### src/rtl/mem_arbiter.sv
// ============================================================================
// mem_arbiter : two-port (fetch/data) to one-port memory arbiter, rev 1.0
// Option: MEM_ARB_ROUND_ROBIN_EN selects round-robin instead of data priority
// ============================================================================
`default_nettype none

module mem_arbiter #(
  parameter int unsigned TIMEOUT = 1023
) (
  input  logic        clk,
  input  logic        rst,
  input  logic [31:0] i_imem_addr,
  input  logic [3:0]  i_imem_rmask,
  output logic [31:0] o_imem_rdata,
  output logic        o_imem_resp,
  input  logic [31:0] i_dmem_addr,
  input  logic [3:0]  i_dmem_rmask,
  input  logic [3:0]  i_dmem_wmask,
  input  logic [31:0] i_dmem_wdata,
  output logic [31:0] o_dmem_rdata,
  output logic        o_dmem_resp,
  output logic [31:0] o_mem_addr,
  output logic [3:0]  o_mem_rmask,
  output logic [3:0]  o_mem_wmask,
  output logic [31:0] o_mem_wdata,
  input  logic [31:0] i_mem_rdata,
  input  logic        i_mem_resp,
  output logic [1:0]  o_err
);

  typedef enum logic [1:0] {
    S_IDLE   = 2'd0,
    S_BUSY_I = 2'd1,
    S_BUSY_D = 2'd2
  } state_t;

  state_t      r_state;
  logic        r_ipend;
  logic [31:0] r_iaddr;
  logic [3:0]  r_irmask;
  logic        r_dpend;
  logic [31:0] r_daddr;
  logic [3:0]  r_drmask;
  logic [3:0]  r_dwmask;
  logic [31:0] r_dwdata;
  logic [31:0] r_mem_addr;
  logic [3:0]  r_mem_rmask;
  logic [3:0]  r_mem_wmask;
  logic [31:0] r_mem_wdata;
  logic [1:0]  r_err;
  logic [31:0] r_cnt;
`ifdef MEM_ARB_ROUND_ROBIN_EN
  logic        r_last_i;
`endif

  logic        w_ireq, w_dreq;
  logic        w_i_insvc, w_d_insvc;
  logic        w_icap, w_dcap, w_idrop, w_ddrop;
  logic        w_iavail, w_davail;
  logic        w_free, w_pick_d, w_gnt_i, w_gnt_d;
  logic [31:0] w_i_addr, w_d_addr, w_d_wdata;
  logic [3:0]  w_i_rmask, w_d_rmask, w_d_wmask;

  always_comb begin
    w_ireq    = |i_imem_rmask;
    w_dreq    = |(i_dmem_rmask | i_dmem_wmask);
    // A port whose response arrives this cycle is no longer in service.
    w_i_insvc = (r_state == S_BUSY_I) && !i_mem_resp;
    w_d_insvc = (r_state == S_BUSY_D) && !i_mem_resp;
    w_icap    = w_ireq && !r_ipend && !w_i_insvc;
    w_dcap    = w_dreq && !r_dpend && !w_d_insvc;
    w_idrop   = w_ireq && !w_icap;
    w_ddrop   = w_dreq && !w_dcap;
    w_iavail  = r_ipend || w_icap;
    w_davail  = r_dpend || w_dcap;
    w_free    = (r_state == S_IDLE) || i_mem_resp;
`ifdef MEM_ARB_ROUND_ROBIN_EN
    w_pick_d  = w_davail && (!w_iavail || r_last_i);
`else
    w_pick_d  = w_davail;
`endif
    w_gnt_d   = w_free && w_pick_d;
    w_gnt_i   = w_free && w_iavail && !w_pick_d;
    // Incoming pulses bypass the empty slot so a grant costs no extra cycle.
    w_i_addr  = r_ipend ? r_iaddr  : i_imem_addr;
    w_i_rmask = r_ipend ? r_irmask : i_imem_rmask;
    w_d_addr  = r_dpend ? r_daddr  : i_dmem_addr;
    w_d_rmask = r_dpend ? r_drmask : i_dmem_rmask;
    w_d_wmask = r_dpend ? r_dwmask : i_dmem_wmask;
    w_d_wdata = r_dpend ? r_dwdata : i_dmem_wdata;
  end

  always_ff @(posedge clk) begin
    if (rst) begin
      r_state     <= S_IDLE;
      r_ipend     <= 1'b0;
      r_iaddr     <= '0;
      r_irmask    <= '0;
      r_dpend     <= 1'b0;
      r_daddr     <= '0;
      r_drmask    <= '0;
      r_dwmask    <= '0;
      r_dwdata    <= '0;
      r_mem_addr  <= '0;
      r_mem_rmask <= '0;
      r_mem_wmask <= '0;
      r_mem_wdata <= '0;
      r_err       <= '0;
      r_cnt       <= '0;
`ifdef MEM_ARB_ROUND_ROBIN_EN
      r_last_i    <= 1'b0;
`endif
    end else begin
      if (w_icap) begin
        r_iaddr  <= i_imem_addr;
        r_irmask <= i_imem_rmask;
      end
      if (w_dcap) begin
        r_daddr  <= i_dmem_addr;
        r_drmask <= i_dmem_rmask;
        r_dwmask <= i_dmem_wmask;
        r_dwdata <= i_dmem_wdata;
      end
      r_ipend <= w_iavail && !w_gnt_i;
      r_dpend <= w_davail && !w_gnt_d;
      if (w_idrop || w_ddrop)
        r_err[0] <= 1'b1;

      r_mem_rmask <= '0;
      r_mem_wmask <= '0;
      if (w_gnt_d) begin
        r_state     <= S_BUSY_D;
        r_mem_addr  <= w_d_addr;
        r_mem_rmask <= w_d_rmask;
        r_mem_wmask <= w_d_wmask;
        r_mem_wdata <= w_d_wdata;
        r_cnt       <= '0;
`ifdef MEM_ARB_ROUND_ROBIN_EN
        r_last_i    <= 1'b0;
`endif
      end else if (w_gnt_i) begin
        r_state     <= S_BUSY_I;
        r_mem_addr  <= w_i_addr;
        r_mem_rmask <= w_i_rmask;
        r_cnt       <= '0;
`ifdef MEM_ARB_ROUND_ROBIN_EN
        r_last_i    <= 1'b1;
`endif
      end else if (r_state != S_IDLE && i_mem_resp) begin
        r_state <= S_IDLE;
      end else if (r_state != S_IDLE) begin
        if (r_cnt < TIMEOUT)
          r_cnt <= r_cnt + 32'd1;
        if (TIMEOUT != 0 && r_cnt == TIMEOUT - 1)
          r_err[1] <= 1'b1;
      end
    end
  end

  assign o_imem_rdata = i_mem_rdata;
  assign o_dmem_rdata = i_mem_rdata;
  assign o_imem_resp  = (r_state == S_BUSY_I) && i_mem_resp;
  assign o_dmem_resp  = (r_state == S_BUSY_D) && i_mem_resp;
  assign o_mem_addr   = r_mem_addr;
  assign o_mem_rmask  = r_mem_rmask;
  assign o_mem_wmask  = r_mem_wmask;
  assign o_mem_wdata  = r_mem_wdata;
  assign o_err        = r_err;

endmodule

`default_nettype wire

### config.mk
export PLATFORM = sky130hd
export DESIGN_NAME = mem_arbiter
export DESIGN_NICKNAME = d
export VERILOG_FILES = /design/src/rtl/mem_arbiter.sv
export SDC_FILE = /design/constraint.sdc
export NUM_CORES = 1
export LEC_CHECK = 0
export CAP_MARGIN = 20
export CORE_MARGIN = 2
export CORE_UTILIZATION = 35
export CTS_CLUSTER_SIZE = 12
export DETAILED_ROUTE_END_ITERATION = 12
export PLACE_DENSITY = 0.7
export SLEW_MARGIN = 20
export SYNTH_ARGS = -nofsm -noshare
export SYNTH_HDL_FRONTEND = slang
export SYNTH_SLANG_ARGS = --single-unit
### constraint.sdc
create_clock -name clk -period 2.1 [get_ports clk]
set_input_delay 0.42 -clock clk [delete_from_list [all_inputs] [get_ports clk]]
set_output_delay 0.42 -clock clk [all_outputs]
set_load 0.005 [all_outputs]
== After elaboration in Yosys (flattened, before gate mapping) ==
Cells that the tools add are included.

* Flip-flop bits (word level): 218
* Output and inout port bits: 140
* Logic and storage cells: 81

* $add $sub $neg: 1
* $lt $le $gt $ge: 1
* Equality and inequality tests: 3
* Mux-type cells: 13
* Bitwise gates (word level): 4
* Reduce and logical (&&, ||, !) cells: 42

{| class="wikitable"
|+ Operators with widths
! kind !! count
|-
| $mux 32 || 5
|-
| $add 32x1->32 const B || 1
|-
| $eq 32x10->1 const B || 1
|-
| $lt 32x10->1 const B || 1
|-
| $mux 4 || 5
|-
| $logic_and 1x1->1 || 16
|-
| $logic_not 1->1 || 10
|-
| $reduce_or 4->1 || 2
|-
| $mux 2 || 3
|-
| $reduce_bool 2->1 || 3
|-
| $reduce_and 5->1 || 1
|-
| $logic_or 1x1->1 || 4
|-
| $or 4x4->4 || 1
|-
| $reduce_or 2->1 || 2
|-
| $not 1->1 || 3
|-
| $reduce_and 3->1 || 1
|-
| $reduce_bool 3->1 || 1
|-
| $reduce_or 3->1 || 1
|-
| $eq 2x1->1 const B || 1
|-
| $eq 2x2->1 const B || 1
|-
| $logic_not 2->1 || 1
|}

== Depth between registers and ports, before layout ==
Gate-level depths: netlist of run 1.

* Depth in word-level cells: 9
* Depth in mapped cells: 8
* Depth with buffers taken out: 6

== Worst setup path before layout of run 1 ==
No wires, ideal clock.

* Path type: input port to flip-flop
* Start point: input port i_dmem_wmask[0]
* End point: register r_mem_addr[22] (netlist: o_mem_addr[22])
* Setup time: 0.157 ns
* Arrival: 1.837 ns
* Data required time: 1.943 ns
* Setup slack: 0.106 ns
* Stages: 7
* Buffers on the path: 2
* Cell sequence: nor4_2 -> a211oi_1 -> or4_1 -> buf_4 -> buf_4 -> nand2_1 -> a311oi_2

* Cells in the longest elaborated chain, start to end: 8
* Elaborated cells on any way between the ends: 10

{| class="wikitable"
|+ Ends and longest elaborated chain
! what !! RTL line !! text
|-
| from (decl) || 18 || <nowiki>input logic [3:0] i_dmem_wmask,</nowiki>
|-
| $or 4x4->4 * || 66 || <nowiki>w_dreq = |(i_dmem_rmask | i_dmem_wmask);</nowiki>
|-
| $reduce_or 4->1 * || 66 ||
|-
| $logic_and 1x1->1 * (2 in series) || 71 || <nowiki>w_dcap = w_dreq && !r_dpend && !w_d_insvc;</nowiki>
|-
| $logic_or 1x1->1 * || 75 || <nowiki>w_davail = r_dpend || w_dcap;</nowiki>
|-
| $logic_not 1->1 || 83 || <nowiki>w_gnt_i = w_free && w_iavail && !w_pick_d;</nowiki>
|-
| $logic_and 1x1->1 || 83 ||
|-
| $reduce_bool 2->1 (no line) || -- ||
|-
| to (signal assigned) || 133 || <nowiki>r_mem_addr <= w_d_addr;</nowiki>
|-
| to (signal assigned) || 143 || <nowiki>r_mem_addr <= w_i_addr;</nowiki>
|-
| to (decl) || 46 || <nowiki>logic [31:0] r_mem_addr;</nowiki>
|}

Every way passes the cells marked *; elsewhere a longest branch is shown, timed or not.
A chain may end at the register's enable or synchronous reset.

== Worst setup path in the final report of run 1 ==
* Start point: input port i_imem_rmask[3]
* End point: register r_cnt[5]

* Cells in the longest elaborated chain, start to end: 7

{| class="wikitable"
|+ Ends and longest elaborated chain
! what !! RTL line !! text
|-
| from (decl) || 13 || <nowiki>input logic [3:0] i_imem_rmask,</nowiki>
|-
| $reduce_or 4->1 || 65 || <nowiki>w_ireq = |i_imem_rmask;</nowiki>
|-
| $logic_and 1x1->1 (2 in series) || 70 || <nowiki>w_icap = w_ireq && !r_ipend && !w_i_insvc;</nowiki>
|-
| $logic_or 1x1->1 || 74 || <nowiki>w_iavail = r_ipend || w_icap;</nowiki>
|-
| $logic_and 1x1->1 (2 in series) || 83 ||
|-
| $reduce_or 3->1 (no line) || -- ||
|-
| to (signal assigned) || 153 || <nowiki>r_cnt <= r_cnt + 32'd1;</nowiki>
|-
| to (decl) || 51 || <nowiki>logic [31:0] r_cnt;</nowiki>
|}

Every way passes these cells.

==> results of run 1 <==
-- cell usage in the layout, fill, tap and decap left out, types with 4 or more instances in the layout --
| cell | Yosys | layout |
|---|---|---|
| buf_12 | 0 | 9 |
| nor2b_1 | 33 | 33 |
| or3_1 | 10 | 10 |
| clkbuf_8 | 0 | 4 |
| buf_4 | 68 | 47 |
| dfxtp_1 | 218 | 214 |
| nand2_1 | 250 | 249 |
| nor3_1 | 11 | 11 |
| nand3_1 | 5 | 5 |
| mux2i_1 | 44 | 44 |
| nor4_1 | 8 | 8 |
| a211oi_1 | 65 | 64 |
| clkdlybuf4s50_1 | 0 | 181 |
| a311oi_2 | 29 | 30 |
| clkbuf_16 | 0 | 26 |
| nand2b_1 | 34 | 34 |
| o211ai_1 | 32 | 32 |
| xnor2_1 | 6 | 6 |
| o21ai_0 | 8 | 7 |
| clkbuf_1 | 64 | 9 |
| a21oi_1 | 115 | 115 |
| buf_6 | 3 | 4 |
| nor2_1 | 47 | 47 |
| and2_1 | 23 | 23 |
-- layout make-up --
class	count	area share (%)
Timing Repair Buffer	245	19.4
Clock buffer	39	5.88
Antenna cell	1	0.0199
Inverter	2	0.0597
Multi-Input combinational cell	750	35.6
Tap cell	341	3.39
Sequential cell	218	34.8
Clock inverter	6	0.876
-- routing by layer --
layer	part of all wire (%)	wire length, um
met5	0	0
met4	2.1	526
met3	6.9	1760
met2	47	11900
met1	44	11300
-- timing repair --
item	CTS	global route
pin swaps	2	1
hold buffers	0	0
resized for setup	7	8
endpoints found under the setup margin	50	77
-- power by group --
part / switching [mW] / internal (mW)
Combinational: 0.961 / 0.949
Sequential: 0.177 / 4.46
Clock: 1.69 / 2.78
Total: 2.82 / 8.19
-- worst max-delay path by stage --
stage	start	endpoint	slack, ns	cells past startpoint
2_1_floorplan	i_dmem_wmask[0]	o_mem_addr[22]	0.11	7
3_3_place_gp	i_imem_rmask[3]	r_cnt[5]	-0.58	8
3_5_place_dp	i_imem_rmask[3]	r_cnt[7]	-0.61	8
4_1_cts	i_dmem_rmask[0]	o_mem_addr[23]	0.003	8
5_1_grt	i_imem_rmask[3]	r_cnt[5]	0.001	8
6_report	i_imem_rmask[3]	r_cnt[5]	0.06	8
-- worst register-to-register path, delay by kind of cell, from the launching register on --
family	cells	cell delay [ns]
compound gates	2	0.21
simple gates	3	0.99
flops	1	0.37
buf+inv	1	0.20
-- registers in the layout (all words and copies together) (netlist names), 32 cells and up --
register / cells
r_daddr: 32
r_iaddr: 32
r_dwdata: 32
o_mem_addr: 32
r_cnt: 32
o_mem_wdata: 32
-- stage by stage --
stage               instance area, um^2  power (mW)
floorplan                          9670        5.79
global placement                  11700        6.59
detailed placement                11700        6.64
CTS                               12500        11.2
global route                      12600        11.5
finish                            12600        11.0
-- synthesized netlist by cell type, types with 11 or more instances --
library cell and n:
dfxtp_1 218, buf_4 68, a21oi_1 115, nor3_1 11, a311oi_2 29, buf_2 17
and2_1 23, o211ai_1 32, mux2i_1 44, a211oi_1 65, clkbuf_1 64, nor2_1 47
nand2_1 250, nand2b_1 34, nor2b_1 33
-- cells by family after synthesis --
| family | count (synthesis) |
|---|---|
| AOI/OAI and AO/OA | 260 |
| xor gates and xnor gates | 6 |
| adders and majority gates | 2 |
| buffers and inverters | 154 |
| DFF | 218 |
| muxes | 44 |
| and+or+nand+nor | 438 |
==> results.md, run 1 <==
- Status: finished clean
- Fraction of registers with async set/reset: 0%
- Met1 usage: 21.9%
- CP required: approximately 2.5 ns
- Post-synthesis register bit count: around 220
- Final #Nets: 1387
- CP Class: input pin to flop
- # DRC: 0
- # port buffers: about 190
- Worst Skew: 0.0112 ns
- Reg2Reg Launch Point: r_state[1]
- Largest net degree at the start of global routing: 76
- First-pass GRT wire length: 40400 um
- CORE AREA: 27000 um^2
- Adder-Cell Fraction of Synth Area: 0.259%
- Vias in the first global route: 7779
- Largest family of logic cells by synthesized area: simple AND/OR/NAND/NOR gates
- Avg Cell Area, Syn: 8.62 um^2
- Synth Area in XOR/XNOR: 0.544%
- DR iter-0 viols: about 490
- Synth top area share: 45.1%
- IR Drop Worst-Case VDD: 0.000545 V
- Worst-Margin Slew: 0.683 ns
- Dpl hpwl: around 17000 um
- Total GRT Usage: 17.1%
- Startpoint types: input pin
- Syn. warnings: 0
- GPL Wtd Cong: 0.792
- Synth Flop Type: dfxtp_1
- Post CTS Setup Buffer Count: 0
- Setup TNS: 0 ns
- GR peak layer: met2
- Die H: 170 um
- Hold Slack: around 0.25 ns
- Post-synthesis compound-gate area fraction: 19.3%
- Fin cells: ~1600
- Final setup violating endpoints: 0
- Area of the multi-input gates: 4480 um^2
- Worst hold path startpoint: i_dmem_wmask[1]
- Ports: 283
- Final Hold Viols: 0
- CP top delay family: simple AND/OR/NAND/NOR gates
- Register area: 4370 um^2
- Share of layout cells above drive strength 1: 11.5%
- Starting density of the core: 35.8%
- FILL cells: 2598
- Largest cells by area after synthesis: dfxtp_1, nand2_1, a21oi_1, buf_4, a211oi_1
- Hold EP: r_dwmask[1]
- Mapped Area: 9670 um^2
- Inst Count DP: 1556
- CP cell instances: clkdlybuf4s50_1, or4_4, nor2_4, nor4_4, buf_6, or3_1, buf_4, a21oi_1
- Detailed Route WL: around 26000 um
- Worst Hold Depth: 3
- Mapped Cells: 1122
- Synth Area in Simple Gates: 21.1%
- DIE AREA: 29000 um^2
- Initial antenna violation count: 2
- Post-route ant nets: 0
- Vias per std cell: 5.06
- RSZ-0062 raised after global routing: no
- Mapped Nets: 1267
- Reg clk slew, reported paths: around 0.06 ns
- CP max FO: 22
- Worst reg-to-reg setup slack: 0.19 ns
- CP Buf/Inv Count: 3
- Tmin final: ~2.0 ns
- TritonCTS Buffers: 25
- Syn-to-layout area delta: 30.0%
- CP max stage delay: 0.61 ns
- Sequential fraction of the synthesis area: 45.1%
- Mux contribution to synthesized area: 4.56%
- DP Worst Slack: -0.610 ns
- CTS sink cnt: 218
- P_leak: 4.66 nW
- Final Max Tran Viols: 0
- HP Class: input pin to flop
- Worst R2R End: o_mem_addr[23]
- Distinct cell type count after synthesis: 41
- CP arrival: 2.48 ns
- CTS tree: yes
- Post-synth EDFFs: 0
- Met2 Track Usage GR: 29.2%
- Worst slew margin: a little over half
- Final Util: 46.5%
- M3 GR Usage: 3.74%
- Max cap viols: 0
- Max frequency: 491 MHz
- Overflow after GRT: 0
- Synth area leader: dfxtp_1
- Chip width: 170 um
- DR pass1 iterations: 5
- Slowest CP cell: or4_4
- Clock root buffer: clkbuf_16
- Critical path endpoint category: flop
- Later-pin clock latency in the skew report: 0.51 ns
- # rows: 60
- H-tree levels: 1
- Clock Path Buffers: 3
- Via count: 8108
- Power Density: between 800 and 900 nW/um^2
- Average wire per standard cell: 15.9 um
- Worst Slack Setup Final: 0.0643 ns
- Period utilization: 96.9%
- R2R cell count: 6
Note: power is estimated with default switching activity, not from simulation.
==> run 2, diff against run 1 <==
Settings changed: CAP_MARGIN 20 to 15.
==> results of run 2 <==
Final layout, timing and power as in run 1 (identical DEF).
==> edit, RTL diff (flow settings as in run 2) <==
Add a define of `MEM_ARB_ROUND_ROBIN_EN`.
--- a/src/rtl/mem_arbiter.sv
+++ b/src/rtl/mem_arbiter.sv
@@ -4,4 +4,6 @@
 // ============================================================================
 `default_nettype none
+
+`define MEM_ARB_ROUND_ROBIN_EN
 
 module mem_arbiter #(
Behaviour: not the same (Yosys sat finds a counterexample within 4 cycles, from zero or initial values and one cycle with rst high).
==> edit against run 2 <==
  * The run now ends with setup timing left
  * Cell area decreased by 2.8%
  * Global-route usage increased by 0.21 points
  * Routed wire length decreased by 1.6%
  * Clock skew decreased by 0.0026 ns
  * Worst setup slack got worse by 0.10 ns
  * Sequential cell count increased by 1
  * Synthesized area decreased by 3.9%
  * Die area decreased by 3.8%
  * Critical path type is now flop to flop
Power is not compared: it rests on default switching activity, and its combinational part moved more than twofold at a synthesized area within 25%.
==> edit: results (changes against run 2) <==
Status
  • Outcome: finished, violations left
  • Failing checks: setup timing

Global route
  • First-pass GRT wire length: 40000 µm (-1.1%)
  • Met2 Track Usage GR: 28.7% (-0.57 points)
  • Met1 Use GR: 21.6% (-0.25 points)
  • Tot GR Track Use: 17.3% (+0.21 points)
  • Vias in the first global route: 7707 (-0.93%)
  • Pin count of the biggest net entering global routing: 64 (-16%)
  • Met3 usage: 4.25% (+0.51 points)

Setup path
  • Max FO, Critical Path: 5 (-77%)
  • Crit path arrival time: 2.58 ns (+0.10 ns)
  • Setup crit start kind: flop
  • FF-to-FF Start: r_cnt[30]$_SDFFE_PP0P_
  • CP peak stage delay: 0.53 ns (-0.08 ns)

Place
  • Post-Place Cells: 1482 (-4.8%)
  • Post-DP HPWL: 16300 µm (-1.7%)
  • Post-DP Area: 11300 µm² (-2.9%)

STA
  • Relative slew slack: 53.4% (-1.1 points)
  • Setup ws final: -0.0358 ns (-0.100 ns)
  • Final setup violating endpoints: 4 (+4)
  • Final clock skew: 0.00856 ns (-0.00261 ns)

Synthesis
  • Synth cell types: 46 (+12%)
  • Synth Area in Adders: 0.269% (+0.010 points)
  • Synthesized net count: 1197 (-5.5%)
  • Mux contribution to synthesized area: 12.1% (+7.5 points)
  • Cells taking the most area after synthesis: dfxtp_1 47%, nand2_1 9.9%, mux2i_1 8.2%
  • Commonest cells post-synth: 245 x nand2_1, 219 x dfxtp_1, 116 x a21oi_1
  • Sequential area share after synthesis: 47.2% (+2.0 points)
  • Post-synthesis compound-gate area fraction: 14.5% (-4.8 points)
  • Syn_area_per_cell: 8.83 µm² (+2.5%)
  • XOR/XNOR Fraction of Synth Area: 0.189% (-0.36 points)

Drt
  • Drt pass-1 iters: 4 (-1)
  • WL final: 25100 µm (-1.6%)
  • Via-per-instance ratio: 5.05 (-0.29%)
  • DR iter-0 viols: 445 (-8.6%)
  • Average wire per standard cell: 16.4 µm (+3.2%)

Cells and area
  • Share of cells above drive strength 1: 12.3% (+0.83 points)
  • Commonest non-fill, non-tap cell in the layout: nand2_1
  • Filler cell count: 2475 (-4.7%)
  • Area of the multi-input gates: 4210 µm² (-6.0%)
  • # nets final: 1320 (-4.8%)

Hold path
  • Hold wc startpoint: rst
edit: cell types whose count changed after synthesis, sizes merged, moves of 14 or more:
cell,before,now
nor2b,33,1
nor2,48,25
buf,88,74
a311oi,32,0
mux2i,44,76
o311ai,0,31
nand2b,34,2
o211ai,32,2
o2bb2ai,0,32
mux2,0,32
nand3,5,37
a211oi,65,2
edit: worst paths after layout:
kind,slack (ns),cells after the start,end
worst max-delay path,-0.04,6,r_cnt[3]$_SDFFE_PP0P_
worst min-delay path,0.31,4,r_ipend$_SDFF_PP0_
worst min register to register,0.45,2,r_iaddr[9]$_SDFFE_PP0P_
worst max register to register,-0.04,6,r_cnt[3]$_SDFFE_PP0P_
edit: worst reg2reg max path, cell delays in order (launching register included):
cell and delay [ns]:
dfxtp_1 0.30, or4_4 0.53, or3_4 0.38, a211o_1 0.28
buf_6 0.14, or3_4 0.32, a21oi_2 0.13
edit: final cells by class:
type                       count  share of cell area (%)
tap                          335                    3.43
timing repair buffer         237                    19.4
clock inverter                 7                   0.533
clock buffer                  36                    6.11
sequential                   219                    36.0
antenna                        1                  0.0205
multi-input combinational    689                    34.4
inverter                       3                  0.0922
edit: cells by family (layout without fill, tap and decap cells):
family / after synthesis / count (layout)
simple gates: 369 / 369
flops: 219 / 219
compound gates: 208 / 208
buf+inv: 144 / 283
mux: 108 / 108
fa+ha+maj: 2 / 2
xor+xnor: 2 / 2
other cells: 0 / 1
edit: stage by stage:
stage                     setup TNS, ns  hold slack [ns]  setup WS (ns)
after floorplan                       0            0.420        0.00311
after global placement           -74.39            0.435         -0.531
after detailed placement         -72.63            0.439         -0.516
after CTS                        -0.425            0.289        -0.0878
after global routing             -0.379            0.304        -0.0893
final                           -0.0896            0.308        -0.0358
edit: routing by layer:
metal  vias to the layer above  routed length, µm  part of all wire [%]
li1                       3827                  -                     -
met1                      3632              11100                    44
met2                       184              11700                    47
met3                        61               1470                   5.9
met4                         2                817                   3.3
met5                         -                 13                 0.052
edit: report_power, final:
| group | internal [mW] | switching, mW | leakage, nW |
|---|---|---|---|
| Combinational | 3.19 | 3.31 | 2.42 |
| Clock | 2.57 | 1.66 | 0.399 |
| Sequential | 5.35 | 0.688 | 1.80 |
edit: what timing repair did:
action / in CTS / in global routing
resized for setup: 9 / 21
hold buffers: 0 / 0
endpoints found under the setup margin: 18 / 45
buffers inserted: 1 / 0
gates cloned: 0 / 0
pin swaps: 11 / 6
